File: src/rtl/cond_unit.sv
// Conditional-execution unit: holds the architectural {N,Z,C,V} flags, evaluates
// the instruction condition field and gates the decoder's write/branch enables.
module cond_unit #(
   parameter int CNT_W = 16
) (
   input  logic             clk,
   input  logic             rst_n,
   input  logic             InstrValid,
   input  logic [3:0]       Cond,
   input  logic [3:0]       ALUFlag,
   input  logic [1:0]       FlagW,
   input  logic             PCS,
   input  logic             RegW,
   input  logic             MemW,
   input  logic             NoWrite,
   output logic             PCSrc,
   output logic             RegWrite,
   output logic             MemWrite,
   output logic             CondEx,
   output logic [3:0]       Flags,
   output logic [CNT_W-1:0] SkipCount
);

   localparam logic [CNT_W-1:0] CNT_MAX = {CNT_W{1'b1}};
   localparam logic [CNT_W-1:0] CNT_ONE = {{(CNT_W-1){1'b0}}, 1'b1};

   logic [3:0]       flags_r;
   logic [CNT_W-1:0] skip_cnt_r;
   logic             cond_ex_s;
   logic             commit_s;
   logic             skip_s;

   function automatic logic cond_eval(input logic [3:0] cond, input logic [3:0] flg);
      logic n, z, c, v;
      logic res;
      {n, z, c, v} = flg;
      case (cond)
         4'b0000: res = z;
         4'b0001: res = ~z;
         4'b0010: res = c;
         4'b0011: res = ~c;
         4'b0100: res = n;
         4'b0101: res = ~n;
         4'b0110: res = v;
         4'b0111: res = ~v;
         4'b1000: res = c & ~z;
         4'b1001: res = ~c | z;
         4'b1010: res = (n == v);
         4'b1011: res = (n != v);
         4'b1100: res = ~z & (n == v);
         4'b1101: res = z | (n != v);
         4'b1110: res = 1'b1;
         default: res = 1'b0;
      endcase
      return res;
   endfunction

   // Condition decode and enable gating, always against the committed flags
   always_comb begin
      cond_ex_s = cond_eval(Cond, flags_r);
      commit_s  = InstrValid & cond_ex_s;
      skip_s    = InstrValid & ~cond_ex_s;
      PCSrc     = PCS & commit_s;
      RegWrite  = RegW & ~NoWrite & commit_s;
      MemWrite  = MemW & commit_s;
      CondEx    = cond_ex_s;
      Flags     = flags_r;
      SkipCount = skip_cnt_r;
   end

   // Architectural flag register; N,Z and C,V groups are written independently
   always_ff @(posedge clk or negedge rst_n) begin
      if (!rst_n) begin
         flags_r <= 4'b0000;
      end else if (commit_s) begin
         if (FlagW[1]) begin
            flags_r[3:2] <= ALUFlag[3:2];
         end
         if (FlagW[0]) begin
            flags_r[1:0] <= ALUFlag[1:0];
         end
      end
   end

   // Saturating count of valid instructions whose condition failed
   always_ff @(posedge clk or negedge rst_n) begin
      if (!rst_n) begin
         skip_cnt_r <= {CNT_W{1'b0}};
      end else if (skip_s && (skip_cnt_r != CNT_MAX)) begin
         skip_cnt_r <= skip_cnt_r + CNT_ONE;
      end
   end

endmodule
File: config.mk
export PLATFORM = sky130hd
export DESIGN_NAME = cond_unit
export DESIGN_NICKNAME = d
export VERILOG_FILES = /design/src/rtl/cond_unit.sv
export SDC_FILE = /design/constraint.sdc
export NUM_CORES = 1
export LEC_CHECK = 0
export ABC_CLOCK_PERIOD_IN_PS = 4230
export BUFFER_PORTS_ARGS = -buffer_cell sky130_fd_sc_hd__buf_4
export CELL_PAD_IN_SITES_DETAIL_PLACEMENT = 1
export CELL_PAD_IN_SITES_GLOBAL_PLACEMENT = 2
export CORE_UTILIZATION = 32
export CTS_CLUSTER_DIAMETER = 120
export DETAILED_ROUTE_END_ITERATION = 10
export PLACE_DENSITY_LB_ADDON = 0.08
export SETUP_SLACK_MARGIN = 0.15
export SLEW_MARGIN = 30
export SYNTH_ARGS = -nofsm -noshare
export SYNTH_HDL_FRONTEND = slang
export SYNTH_SLANG_ARGS = --single-unit
File: constraint.sdc
create_clock -name clk -period 4.23 [get_ports clk]
set_input_delay 0.6345 -clock clk [delete_from_list [all_inputs] [get_ports clk]]
set_output_delay 0.6345 -clock clk [all_outputs]
set_load 0.02 [all_outputs]
After elaboration in Yosys (flattened, before gate mapping). Cells that the tools add are included.

Memories: 0. Bits of input ports: 17. Bits in read-only memories: 0. Output and inout bits: 24. Latch bits: 0. Bits in writable memories: 0. Bits in registers: 20. Logic and storage cells: 42.

Multiply operators: 0. Div/mod/pow operators: 0. Shifts and indexed selects: 0. Mux-type cells: 1. Add/sub/neg operators: 1. Reduce and logical (&&, ||, !) cells: 4. $lt $le $gt $ge: 0. Equal/unequal tests: 17. Bitwise operators: 16.

Operator list (number): 4-bit equality test, second input constant (7); 16-bit by 1-bit adder with 16-bit output, second input constant (1); 4-bit by 3-bit equality test with 1-bit output, second input constant (4); 16-bit inequality test, second input constant (1); 1-bit one-hot mux with 15 select lines (1); 1-bit AND (8); 4-bit by 2-bit equality test with 1-bit output, second input constant (2); 1-bit NOT (6); 4-bit by 1-bit equality test with 1-bit output, second input constant (1); 4-bit logical NOT (1); 2-bit AND reduction (2); 1-bit OR (2); 1-bit equality test (1); 1-bit logical AND (1); 1-bit inequality test (1).

Logic depth before layout (Yosys ltp). Gate-level depths: netlist of the first run.

Depth in word-level cells: 6. Depth in mapped cells: 9. Mapped depth without buffers: 7.

Worst setup path after synthesis of the first run. OpenSTA, ideal clock, no wires.

Path kind: input-to-output. From: input Cond[2]. To: output RegWrite. Buffers on the path: 3. Stages on the path: 9. Slack: 0.878 ns. Data required time: 3.595 ns. Data arrival time: 2.717 ns. Path through: buf_2 -> and2_2 -> or3b_1 -> a41oi_1 -> or3_1 -> buf_6 -> buf_6 -> nor2_1 -> nor4b_1.

Cells in the longest elaborated chain, start to end: 4.

Ends and longest elaborated chain: from (decl) (line 9) `input logic [3:0] Cond,`; 4-bit equality test (tied with other cells) (line 37) `case (cond)`; 1-bit one-hot mux with 15 select lines (*) (line 37); 1-bit AND (*) (line 61) `commit_s = InstrValid & cond_ex_s;`; 1-bit AND (*) (line 64) `RegWrite = RegW & ~NoWrite & commit_s;`; to (decl) (line 17) `output logic RegWrite,`.

Mark *: on every way between the ends. The rest lies on a longest branch, timed or not.

Final worst setup path of the first run.
From: input Cond[1]. To: output RegWrite.

Same word-level chain as after synthesis.

==> flow_results.org, run 1 <==
** Flow run
- Max-cap violations in this run came to 0.

** Clock tree
- Once the clock tree was built, the resizer swapped 0 gates to a different size.
- Maximum buffer depth of the clock tree :: 2
- CTS clock-pin slew for the worst setup and hold paths :: 0.07 ns
- Number of H-tree levels :: 1
- Clock sink total :: 20
- TritonCTS clock tree :: yes
- For this design, the CTS-stage hold fixing added 0 buffers.
- The number of setup buffers added after CTS is 0.
- Clock buffers created by TritonCTS :: 3
- Cell at the root of the clock tree :: sky130_fd_sc_hd__clkbuf_8
- Clock insertion delay at the later pin of the skew report :: 0.26 ns

** Outcome
- Outcome :: complete, no violations

** Synth
- Prevailing post-synth register cell :: sky130_fd_sc_hd__dfrtp_1
- Async S/R FF share, synth :: 100%
- The share of synthesized area in the top cell type comes to 39.1%.
- Synth top area cells :: sky130_fd_sc_hd__dfrtp_1 39%, sky130_fd_sc_hd__xor2_1 7.5%, sky130_fd_sc_hd__nor4_1 5.4%
- Sequential elements use 39.1% of the synthesized area.
- Synth unique cells :: 38
- The cell area that synthesis handed to floorplanning was 1280 um^2.
- Synthesis produced 134 cells.
- In this run, synthesis produced a sequential element count of 20.
- Synthesis produced a netlist with a net count of 152.
- Mean post-synth cell area :: 9.56 um^2
- Synth warn :: 0
- Yosys mapped a number of flops with a built-in enable equal to 0.
- Leading area contributor after synthesis :: sky130_fd_sc_hd__dfrtp_1

** Layout
- Number of inserted diodes :: 0
- Summing all multi-input logic gate instances after layout gives 719 um^2.
- The post-route netlist has 31.2% of its cells at a drive strength greater than 1.
- Area growth from synthesis to layout :: 27.7%
- The top cell types in the final layout, fill and taps aside, are 41 x sky130_fd_sc_hd__buf_4, 20 x sky130_fd_sc_hd__dfrtp_1, 11 x sky130_fd_sc_hd__xor2_1, 11 x sky130_fd_sc_hd__nor4_1, 9 x sky130_fd_sc_hd__nand3_1.
- FF+latch area :: 500 um^2
- The final layout contains 190 nets.
- The library cell used most frequently in the layout, excluding fill and tap cells, is sky130_fd_sc_hd__buf_4.
- Counting the fill cells in the layout gives 469.

** Floorplan
- The total area inside the core boundary comes to 3740 um^2.
- The die covers 4260 um^2.
- Die Wd :: 65.3 um
- Top-level port count :: 41
- The initialized floorplan defines 22 standard-cell rows.
- Once the floorplan was initialized, standard cells occupied 34.2% of the core.
- In this run the vertical extent of the chip is 65.3 um.

** Setup path
- Slowest Stage Delay on Critical Path :: 0.55 ns
- For the worst setup path, the data required time is 3.60 ns.
- For the worst flop-to-flop path, the logic depth is 7.
- Worst Setup End Kind :: output pin
- Counting both buffers and inverters, the worst setup path holds a total of 2.
- Type of element launching the critical path :: input pin
- On the critical path, the stage with the largest delay is an instance of sky130_fd_sc_hd__or4b_1.
- The critical path goes through buf_4 > or4b_1 > nand4_1 > and3_1 > nor2_1 > nor4b_1 > buf_4.
- Reg-to-Reg Start :: Flags[3]
- Cell with the most instances on the worst path :: sky130_fd_sc_hd__buf_4
- Dominant delay contributor by cell family on the critical path :: simple AND/OR/NAND/NOR gates
- Endpoint arrival time on the critical path :: 2.63 ns
- By startpoint and endpoint, the worst setup path is classified as input pin to output pin.
- Flop-to-flop setup slack :: 1.67 ns
- In this run the worst path has a maximum fanout of 14.
- In this run the critical register-to-register path is captured at SkipCount[1].

** Route
- Iteration count of the initial detailed-routing pass :: 4
- Detailed routing inserted a total of 1180 vias.
- After detailed routing, the number of remaining DRC violations is 0.
- Average wire per cell in the routed design :: 15.9 um
- The first routing iteration left 66 violations.
- Vias per cell :: 5.41
- ANT nets after route :: 0
- Summed over all layers, the routed wires come to 3460 um.

** Placed design
- Post-detail-place hpwl :: 2640 um
- During placement, the flow inserted port buffers numbering 40.
- Global placement routability congestion :: 0.742
- Timing analysis after detailed placement gives a worst setup slack of 0.943 ns.

** Timing
- Highest Clock Rate :: 306 MHz
- Setup repair after global routing left no endpoint under its margin.
- Worst Setup Slack, final :: 0.964 ns
- Portion of the clock cycle consumed by the worst path in the final layout :: 77.2%
- Aggregate negative setup slack :: 0 ns
- Counting I/O delays and the setup requirement, the final critical path takes 3.27 ns.
- Clock skew after layout :: 0.00143 ns
- Slew of the pin with the lowest slew margin :: 0.828 ns
- The final hold violation count is 0.
- Setup violations remaining at the end of the flow were counted as 0.
- The count of final max-slew check failures came to 0.
- Headroom to the max-slew limit came out at 44.3%.

** Power
- Power per unit of standard cell area :: 487 nW/um^2
- Summed over all cells, the static leakage comes to 0.750 nW.
- VDD sags by at most 270 uV.

** Global route
- The number of antenna violations at the first check in global routing is 0.
- Wire length of the first global-routing pass :: 5870 um
- Pin count of the biggest net entering global routing :: 21
- Total global-route track usage :: 18.2%
- Via count of the first global-routing pass :: 1201
- Overflow left after global routing :: 0

** Hold path
- Min-Delay Path Class :: input pin to async pin
final cells by class:
type / instances / area share [%]
Timing Repair Buffer: 41 / 18.8
Clock buffer: 3 / 2.52
Multi-Input combinational cell: 104 / 44.0
Inverter: 2 / 0.459
Tap cell: 48 / 3.67
Sequential cell: 20 / 30.6
routing by layer:
layer | track usage, % | vias to the layer above | routed length, um
li1 | - | 570 | -
met2 | 29.6 | 27 | 1650
met4 | 6.25 | 0 | 44
met5 | 0 | - | 0
met1 | 23.2 | 579 | 1620
met3 | 4.69 | 4 | 147
sequential cells by signal, indices dropped and copies added, names as in the netlist:
signal	count
Flags	4
SkipCount	16
cells in the mapped netlist (5+ instances only):
cell,n
sky130_fd_sc_hd__dfrtp_1,20
sky130_fd_sc_hd__nor4_1,11
sky130_fd_sc_hd__xor2_1,11
sky130_fd_sc_hd__nand3_1,9
sky130_fd_sc_hd__nand2_1,8
sky130_fd_sc_hd__nand4_1,8
sky130_fd_sc_hd__mux2_2,6
sky130_fd_sc_hd__nor2_1,5
per-stage QoR:
step	cell area (um^2)	hold WS [ns]	power (mW)	instances	utilization, %
2_1_floorplan	1280	0.339	0.536	134	-
3_3_place_gp	1600	0.487	0.667	215	42.6
3_5_place_dp	1600	0.505	0.681	215	42.6
4_1_cts	1640	0.252	0.808	218	43.7
5_1_grt	1640	0.258	0.854	218	43.7
6_report	1640	0.252	0.797	218	43.7
worst register-to-register path, delay by kind of cell, from the launching register on:
family | cells | cell delay (ns)
buffers and inverters | 1 | 0.21
muxes | 1 | 0.38
AOI/OAI and AO/OA | 2 | 0.33
DFF | 1 | 0.46
and+or+nand+nor | 2 | 0.75
xor gates and xnor gates | 1 | 0.33
where the power goes:
part	switching, mW	total (mW)	leakage, nW	internal [mW]
clock	0.0586	0.122	0.0216	0.0634
combinational	0.194	0.359	0.469	0.165
sequential	0.0762	0.316	0.259	0.240
worst max path at each step:
stage	start	endpoint	slack (ns)	cells after the start
after global placement	Cond[1]	RegWrite	1.02	7
after detailed placement	Cond[1]	RegWrite	0.94	7
after CTS	Cond[1]	RegWrite	0.93	7
final	Cond[1]	RegWrite	0.96	7
after global routing	Cond[1]	RegWrite	0.71	7
after floorplan	Cond[2]	RegWrite	0.88	9
cells by family after synthesis:
kind of cell,after synthesis,share of synthesized area (%)
xor+xnor,15,10.3
flops,20,39.1
compound gates,12,6.45
simple gates,69,32.4
mux,7,6.05
fa+ha+maj,1,0.976
buf+inv,10,4.78
(Power assumes the default switching activity.)
==> inputs of run 2 (changes only) <==
--- a/config.mk
+++ b/config.mk
@@ -5,11 +5,11 @@
 export SDC_FILE = /design/constraint.sdc
 export NUM_CORES = 1
 export LEC_CHECK = 0
-export ABC_CLOCK_PERIOD_IN_PS = 4230
+export ABC_CLOCK_PERIOD_IN_PS = 2600
 export BUFFER_PORTS_ARGS = -buffer_cell sky130_fd_sc_hd__buf_4
 export CELL_PAD_IN_SITES_DETAIL_PLACEMENT = 1
 export CELL_PAD_IN_SITES_GLOBAL_PLACEMENT = 2
-export CORE_UTILIZATION = 32
+export CORE_UTILIZATION = 27
 export CTS_CLUSTER_DIAMETER = 120
 export DETAILED_ROUTE_END_ITERATION = 10
 export PLACE_DENSITY_LB_ADDON = 0.08
==> constraint.sdc (replaced) <==
create_clock -name clk -period 2.6 [get_ports clk]
set_input_delay 0.39 -clock clk [delete_from_list [all_inputs] [get_ports clk]]
set_output_delay 0.39 -clock clk [all_outputs]
set_load 0.02 [all_outputs]
==> run 2 against run 1 <==
Utilization shrank 4.1 points; combinational power increased by 87%; sequential share of layout area down 2.0 points; design area grew 7.6%; total power up 75%; cell count up 5.0%; clock skew rose by 0.00089 ns; global-route usage shrank 2.4 points; wire length is 9.5% higher; critical path depth unchanged; die area rose by 18%; critical path type is now flop to output pin; highest routed layer unchanged.
==> flow_results.org, run 2 (synthesized netlist as in run 1, its figures left out) <==
** Timing
- The setup-violating endpoint count in the final report came to 0 (unchanged).
- For this run, the top clock speed supported by timing is 409 MHz.
- Aggregate negative setup slack :: 0 ns (unchanged)
- Portion of the clock cycle consumed by the worst path in the final layout :: 94.1%
- Total count of max-transition violations in the final report :: 0 (unchanged)
- RSZ-0062 raised after global routing :: true
- The transition at the pin with the smallest max-transition slack is 0.470 ns (-0.359 ns).
- The worst relative slew slack came to 68.4% (+24 points).
- Final critical-path required period :: 2.45 ns
- The final hold violation count came to 0 (unchanged).
- The worst clock skew came to 0.00231 ns (+0.000887 ns).

** Setup path
- The most critical setup path has its startpoint at Flags[3].
- The startpoint identified for the worst register-to-register timing path is Flags[3].
- The worst setup path is captured at an output pin.
- The number of cell instances on the worst register-to-register path was 7 (unchanged).
- End point of the critical path :: PCSrc
- Data required time of the critical path :: 2.21 ns (-1.39 ns)
- The critical path goes through xnor2_2 > o32a_1 > a41oi_2 > or3_4 > nor2_4 > nor3b_2 > buf_4.
- Largest driver fanout on the critical path :: 7 (-7)
- The cell family contributing the most delay on the critical path is simple AND/OR/NAND/NOR gates.
- The setup path with the least slack is of type flop to output pin.
- The cell count along the critical path is 7 (unchanged).
- The worst setup path is launched from a flop.
- Endpoint arrival time on the critical path :: 2.06 ns (-0.57 ns)
- The slowest stage of the critical path is the sky130_fd_sc_hd__dfrtp_2 cell.
- The register-to-register path setup slack came to 0.21 ns (-1.46 ns).
- The number of buffers and inverters on the critical path was 1 (-1).
- The peak per-stage delay on the critical path was 0.46 ns (-0.09 ns).
- Reg-to-reg critical path endpoint :: SkipCount[1]

** Clock tree
- The number of sinks handled by clock tree synthesis came to 20 (unchanged).
- The total CTS buffers came to 3 (unchanged).
- Maximum buffer depth of the clock tree :: 2 (unchanged)
- Cell at the root of the clock tree :: sky130_fd_sc_hd__clkbuf_8
- Clock insertion delay at the later pin of the skew report :: 0.26 ns (about the same)
- TritonCTS clock tree :: yes
- Hold buffers post-CTS :: 0 (unchanged)
- CTS clock-pin slew for the worst setup and hold paths :: 0.07 ns (about the same)
- The count of H-tree levels built during CTS came to 1 (unchanged).

** Layout
- Number of inserted diodes :: 0 (unchanged)
- Fraction of layout instances using a drive strength above 1 :: 40.1% (+8.9 points)
- In the layout the commonest cells are 47 x sky130_fd_sc_hd__buf_4, 18 x sky130_fd_sc_hd__dfrtp_1, 11 x sky130_fd_sc_hd__xor2_1, 11 x sky130_fd_sc_hd__nor4_1, 9 x sky130_fd_sc_hd__nand3_1.
- Largest register FFs :: 16 (unchanged)
- The library cell used most frequently in the layout, excluding fill and tap cells, is sky130_fd_sc_hd__buf_4.
- The fraction of the core area covered by cells at the end of the flow is 39.6% (-4.1 points).
- Relative to the synthesized area, the layout overhead comes to 37.5%.
- The number of nets in the layout was 197 (+3.7%).
- The final instance count without filler cells was 229 (+5.0%).

** Floorplan
- The initial core utilization is 28.8% (-5.4 points).
- Die Wd :: 70.9 um (+8.6%)
- The floorplan row count was 24 (+9.1%).
- Top-level port count :: 41 (unchanged)
- Core outline area :: 4440 um^2 (+19%)
- The die height was 70.9 um (+8.6%).
- The die area was 5020 um^2 (+18%).

** Flow run
- Max Cap Violations :: 0 (unchanged)

** Route
- DRT Wirelength :: 3790 um (+9.5%)
- Via count :: 1215 (+3.0%)
- The number of DRC markers after the initial detailed-route iteration is 62 (-6.1%).
- The routed length per instance came to 16.5 um (+4.3%).
- The number of nets with antenna violations after routing was 0 (unchanged).
- The number of search-and-repair iterations in the first detailed-routing pass is 6 (+2).
- Vias per cell :: 5.31 (-2.0%)
- The detailed-route DRC error count came to 0 (unchanged).

** Hold path
- The min-delay analysis places its worst path in the category input pin to async pin.

** Global route
- The leftover overflow at the end of global routing came to 0 (unchanged).
- Total global-route track usage :: 15.8% (-2.4 points)
- Via count of the first global-routing pass :: 1240 (+3.2%)
- The number of antenna violations at the first check in global routing came to 0 (unchanged).
- The first-pass GRT wire length is 6290 um (+7.1%).
- The largest net degree at the start of global routing came to 21 (unchanged).

** Placed design
- Total placed cells including tap cells :: 222 (+3.3%)
- Post-detail-place hpwl :: 2870 um (+8.9%)
- Port Buf Inserts :: 40 (unchanged)
- The placer congestion estimate was 0.783 (+5.4%).

** Power
- The largest voltage drop on the vdd net is 351 uV (+30%).
- The leakage dissipation was 0.802 nW (+7.0%).
- The total power per unit cell area is 792 nW/um^2 (+63%).

** Outcome
- The flow ran to the end, and the final reports show no timing, DRC or antenna violations.
[run 2: cell types whose count changed in the layout (fill, tap and decap cells not counted), moves of 2 or more]
cell	before	now
sky130_fd_sc_hd__nor3b_1	3	1
sky130_fd_sc_hd__dfrtp_2	0	2
sky130_fd_sc_hd__dfrtp_1	20	18
sky130_fd_sc_hd__nor3b_2	0	2
sky130_fd_sc_hd__buf_4	41	47
[run 2: what timing repair did]
action                                 4_1_cts  5_1_grt
endpoints found under the hold margin        0        0
pin swaps                                    6        7
buffers inserted                             1        3
resized for setup                            7        1
setup endpoints to repair                    7        6
[run 2: area by class of cell]
| class | count | area (um^2) |
|---|---|---|
| Multi-Input combinational cell | 104 | 781 |
| Inverter | 2 | 7.51 |
| Fill cell | 510 | 2680 |
| Timing Repair Buffer | 48 | 364 |
| Sequential cell | 20 | 503 |
| Tap cell | 52 | 65.1 |
| Clock buffer | 3 | 41.3 |
[run 2: layer usage]
metal / GRT usage [%] / routed length, um / vias up
met4: 4.22 / 24 / 0
met5: 0 / 0 / -
li1: - / - / 587
met2: 26.6 / 1820 / 26
met1: 20.8 / 1790 / 600
met3: 3.13 / 148 / 2
[run 2: worst min path at each step]
stage	start	end	slack [ns]	depth (start not counted)
after detailed placement	rst_n	Flags[3]	0.30	1
after CTS	rst_n	SkipCount[15]	0.01	1
after floorplan	rst_n	Flags[0]	0.09	0
after global routing	rst_n	SkipCount[8]	0.02	1
after global placement	rst_n	Flags[3]	0.29	1
final	rst_n	Flags[3]	0.005	1
[run 2: power by group]
| part | leakage [nW] | internal, mW | switching, mW | total (mW) |
|---|---|---|---|---|
| logic | 0.524 | 0.328 | 0.342 | 0.670 |
| registers | 0.257 | 0.394 | 0.127 | 0.520 |
| clock network | 0.0216 | 0.103 | 0.102 | 0.205 |
[run 2: per-stage QoR]
stage / hold slack (ns) / instance area [um^2] / setup slack (ns) / total power [mW]
2_1_floorplan: 0.0944 / 1320 / 0.113 / 0.889
3_3_place_gp: 0.292 / 1660 / 0.186 / 1.12
3_5_place_dp: 0.300 / 1660 / 0.0920 / 1.14
4_1_cts: 0.0113 / 1740 / 0.0917 / 1.40
5_1_grt: 0.0168 / 1760 / 0.0449 / 1.49
6_report: 0.00459 / 1760 / 0.153 / 1.40
==> inputs of run 3 (changes only) <==
--- a/config.mk
+++ b/config.mk
@@ -5,11 +5,11 @@
 export SDC_FILE = /design/constraint.sdc
 export NUM_CORES = 1
 export LEC_CHECK = 0
-export ABC_CLOCK_PERIOD_IN_PS = 2600
+export ABC_CLOCK_PERIOD_IN_PS = 2500
 export BUFFER_PORTS_ARGS = -buffer_cell sky130_fd_sc_hd__buf_4
 export CELL_PAD_IN_SITES_DETAIL_PLACEMENT = 1
 export CELL_PAD_IN_SITES_GLOBAL_PLACEMENT = 2
-export CORE_UTILIZATION = 27
+export CORE_UTILIZATION = 29
 export CTS_CLUSTER_DIAMETER = 120
 export DETAILED_ROUTE_END_ITERATION = 10
 export PLACE_DENSITY_LB_ADDON = 0.08
==> constraint.sdc (replaced) <==
create_clock -name clk -period 2.5 [get_ports clk]
set_input_delay 0.375 -clock clk [delete_from_list [all_inputs] [get_ports clk]]
set_output_delay 0.375 -clock clk [all_outputs]
set_load 0.02 [all_outputs]
==> run 3 against run 2 <==
Design area up 5.3%; worst setup slack worse by 0.14 ns; wire length up 1.5%; global-route usage up 1.9 points; non-clock buffer count up 4; clock skew up 0.0029 ns; critical endpoint is now MemWrite; worst hold slack better by 0.33 ns; sequential share of layout area down 1.6 points.
==> flow_results.org, run 3 (synthesized netlist as in run 1, its figures left out) <==
** Clock tree
- Number of H-tree levels :: 1 (unchanged)
- Clock sink total :: 20 (unchanged)
- The buffer levels on the longest clock path is 2 (unchanged).
- The total CTS buffers was 3 (unchanged).
- Clock insertion delay at the later pin of the skew report :: 0.26 ns (about the same)
- The clock edge transition at the registers on the reported setup and hold paths is 0.08 ns (about the same).
- TritonCTS clock tree :: yes
- The cell sitting at the root of the clock tree is a sky130_fd_sc_hd__clkbuf_8.

** Route
- DRC violations left :: 0 (unchanged)
- The number of DRC markers after the initial detailed-route iteration was 80 (+29%).
- Average wire per cell in the routed design :: 16.6 um (+0.17%)
- The detailed-route vias per instance is 5.28 (-0.48%).
- Via count :: 1225 (+0.82%)
- The number of nets with antenna violations after routing was 0 (unchanged).
- DRT Wirelength :: 3840 um (+1.5%)
- The number of search-and-repair iterations in the first detailed-routing pass was 4 (-2).

** Layout
- The number of inserted diodes was 0 (unchanged).
- Fraction of layout instances using a drive strength above 1 :: 41.8% (+1.6 points)
- Number of nets in the layout :: 201 (+2.0%)
- Relative to the synthesized area, the layout overhead comes to 44.8%.
- Most common cell after layout, fill and taps aside :: sky130_fd_sc_hd__buf_4
- Final cell count without fillers :: 232 (+1.3%)
- Largest register FFs :: 16 (unchanged)
- The top cell types in the final layout, fill and taps aside, are 49 x sky130_fd_sc_hd__buf_4, 20 x sky130_fd_sc_hd__dfrtp_1, 11 x sky130_fd_sc_hd__xor2_1.

** Timing
- The accumulated negative setup slack came to 0 ns (unchanged).
- After layout, the worst path uses 99.6% of the clock period.
- The count of final max-slew check failures is 0 (unchanged).
- The worst relative slew slack came to 68.6% (+0.23 points).
- The worst clock skew is 0.00525 ns (+0.00293 ns).
- Number of setup violations in the final report :: 0 (unchanged)
- The worst path needs 2.49 ns of the cycle, external delays included.
- Worst Setup Slack, final :: 0.00946 ns (-0.144 ns)
- RSZ-0062 raised after global routing :: true
- Highest Clock Rate :: 402 MHz
- The transition at the pin with the smallest max-transition slack came to 0.466 ns (-0.00339 ns).
- The final hold violation count came to 0 (unchanged).

** Global route
- Total global-route track usage :: 17.7% (+1.9 points)
- Wire length of the first global-routing pass :: 6000 um (-4.5%)
- Via count of the first global-routing pass :: 1176 (-5.2%)
- The largest net degree at the start of global routing came to 21 (unchanged).
- Number of antenna violations at the first check in global routing :: 0 (unchanged)
- The leftover overflow at the end of global routing was 0 (unchanged).

** Floorplan
- Top-level port count :: 41 (unchanged)
- The floorplan row count came to 23 (-4.2%).
- Initial core utilization :: 31.1% (+2.3 points)
- Core outline area :: 4120 um^2 (-7.4%)
- The die height is 68.5 um (-3.4%).
- Die Wd :: 68.5 um (-3.4%)
- Die Outline Area :: 4690 um^2 (-6.7%)

** Placed design
- The worst-case setup slack after placement was 0.0651 ns (-0.0269 ns).
- Total placed cells including tap cells :: 224 (+0.90%)
- Port Buf Inserts :: 40 (unchanged)
- The detailed-placement wirelength estimate was 2810 um (-2.2%).
- Global placement routability congestion :: 0.836 (+6.8%)

** Setup path
- The worst setup path is launched from a flop.
- Endpoint arrival time on the critical path :: 2.12 ns (+0.06 ns)
- The worst setup path is captured at an output pin.
- Traced cell by cell, the critical path runs through xnor2_2 > buf_4 > o211ai_1 > a21oi_1 > or3_4 > nor2_4 > nor3b_2 > buf_4.
- Data required time of the critical path :: 2.12 ns (-0.09 ns)
- Slowest Stage Delay on Critical Path :: 0.42 ns (-0.04 ns)
- Master of the slowest instance on the critical path :: sky130_fd_sc_hd__dfrtp_1
- The largest fanout of any net on the critical path was 4 (-3).
- By instance count, the cell type seen most on the critical path is sky130_fd_sc_hd__buf_4.
- The worst setup path is of the flop to output pin kind.

** Outcome
- Outcome :: complete, no violations

** Flow run
- The number of maximum-capacitance violations is 0 (unchanged).

** Power
- Power per unit of standard cell area :: 888 nW/um^2 (+12%)
- Maximum ir drop on the vdd rail :: 425 uV (+21%)
- The leakage dissipation is 0.846 nW (+5.5%).

** Hold path
- In this run the worst hold path is classified as input pin to flop.
## run 3: cell count changes in the layout (fill, tap and decap cells not counted), moves of 2 or more
cell,delta
sky130_fd_sc_hd__nor4_2,+2
sky130_fd_sc_hd__buf_4,+2
sky130_fd_sc_hd__nor4_1,-3
sky130_fd_sc_hd__dfrtp_1,+2
sky130_fd_sc_hd__dfrtp_2,-2
## run 3: critical path: cells and delay by family (launching register included)
| family | cells | cell delay [ns] |
|---|---|---|
| compound gates | 2 | 0.28 |
| xor+xnor | 1 | 0.17 |
| buf+inv | 2 | 0.32 |
| flops | 1 | 0.42 |
| simple gates | 3 | 0.65 |
## run 3: final timing paths
check                              from             to  slack (ns)  cells after the start
setup / recovery               Flags[3]       MemWrite       0.009                      8
hold / removal               ALUFlag[3]       Flags[3]        0.34                      2
setup reg to reg               Flags[3]   SkipCount[1]        0.08                      8
hold reg to reg            SkipCount[5]   SkipCount[5]        0.52                      1
max in group asynchronous         rst_n  SkipCount[11]        1.75                      2
min in group asynchronous         rst_n       Flags[3]        0.53                      2
## run 3: metrics by stage
step | util [%] | hold slack [ns] | cell area [um^2] | power (mW)
after floorplan | - | 0.0794 | 1350 | 0.940
after global placement | 41.1 | 0.282 | 1690 | 1.23
after detailed placement | 41.1 | 0.282 | 1690 | 1.25
after CTS | 44.2 | 0.331 | 1820 | 1.62
after global routing | 45.1 | 0.320 | 1860 | 1.74
final | 45.1 | 0.339 | 1860 | 1.65
## run 3: report_power, final
part	leakage, nW	total [mW]	internal [mW]	switching, mW
Combinational	0.552	0.790	0.391	0.399
Clock	0.0357	0.330	0.214	0.116
Sequential	0.259	0.528	0.406	0.123
## run 3: layer usage
layer | routed length, um | GRT usage (%) | vias to the layer above
met5 | 0 | 0 | -
met4 | 42 | 4.43 | 0
met3 | 209 | 4.17 | 6
met2 | 1720 | 27.9 | 38
met1 | 1880 | 24.2 | 586
li1 | - | - | 595
## run 3: area by class of cell
type	instances	area (um^2)
fillers	465	2260
multi-input cells	104	813
flip-flops and latches	20	500
repair buffers	52	400
well taps	50	62.6
clock buffers	3	41.3
clock inverters	1	30.0
inverters	2	7.51
## run 3: timing repair
item,CTS,global route
gates resized for setup,6,5
pin swaps,3,5
setup buffers,2,1
hold buffers,1,0
setup endpoints to repair,7,15
hold endpoints to repair,19,0
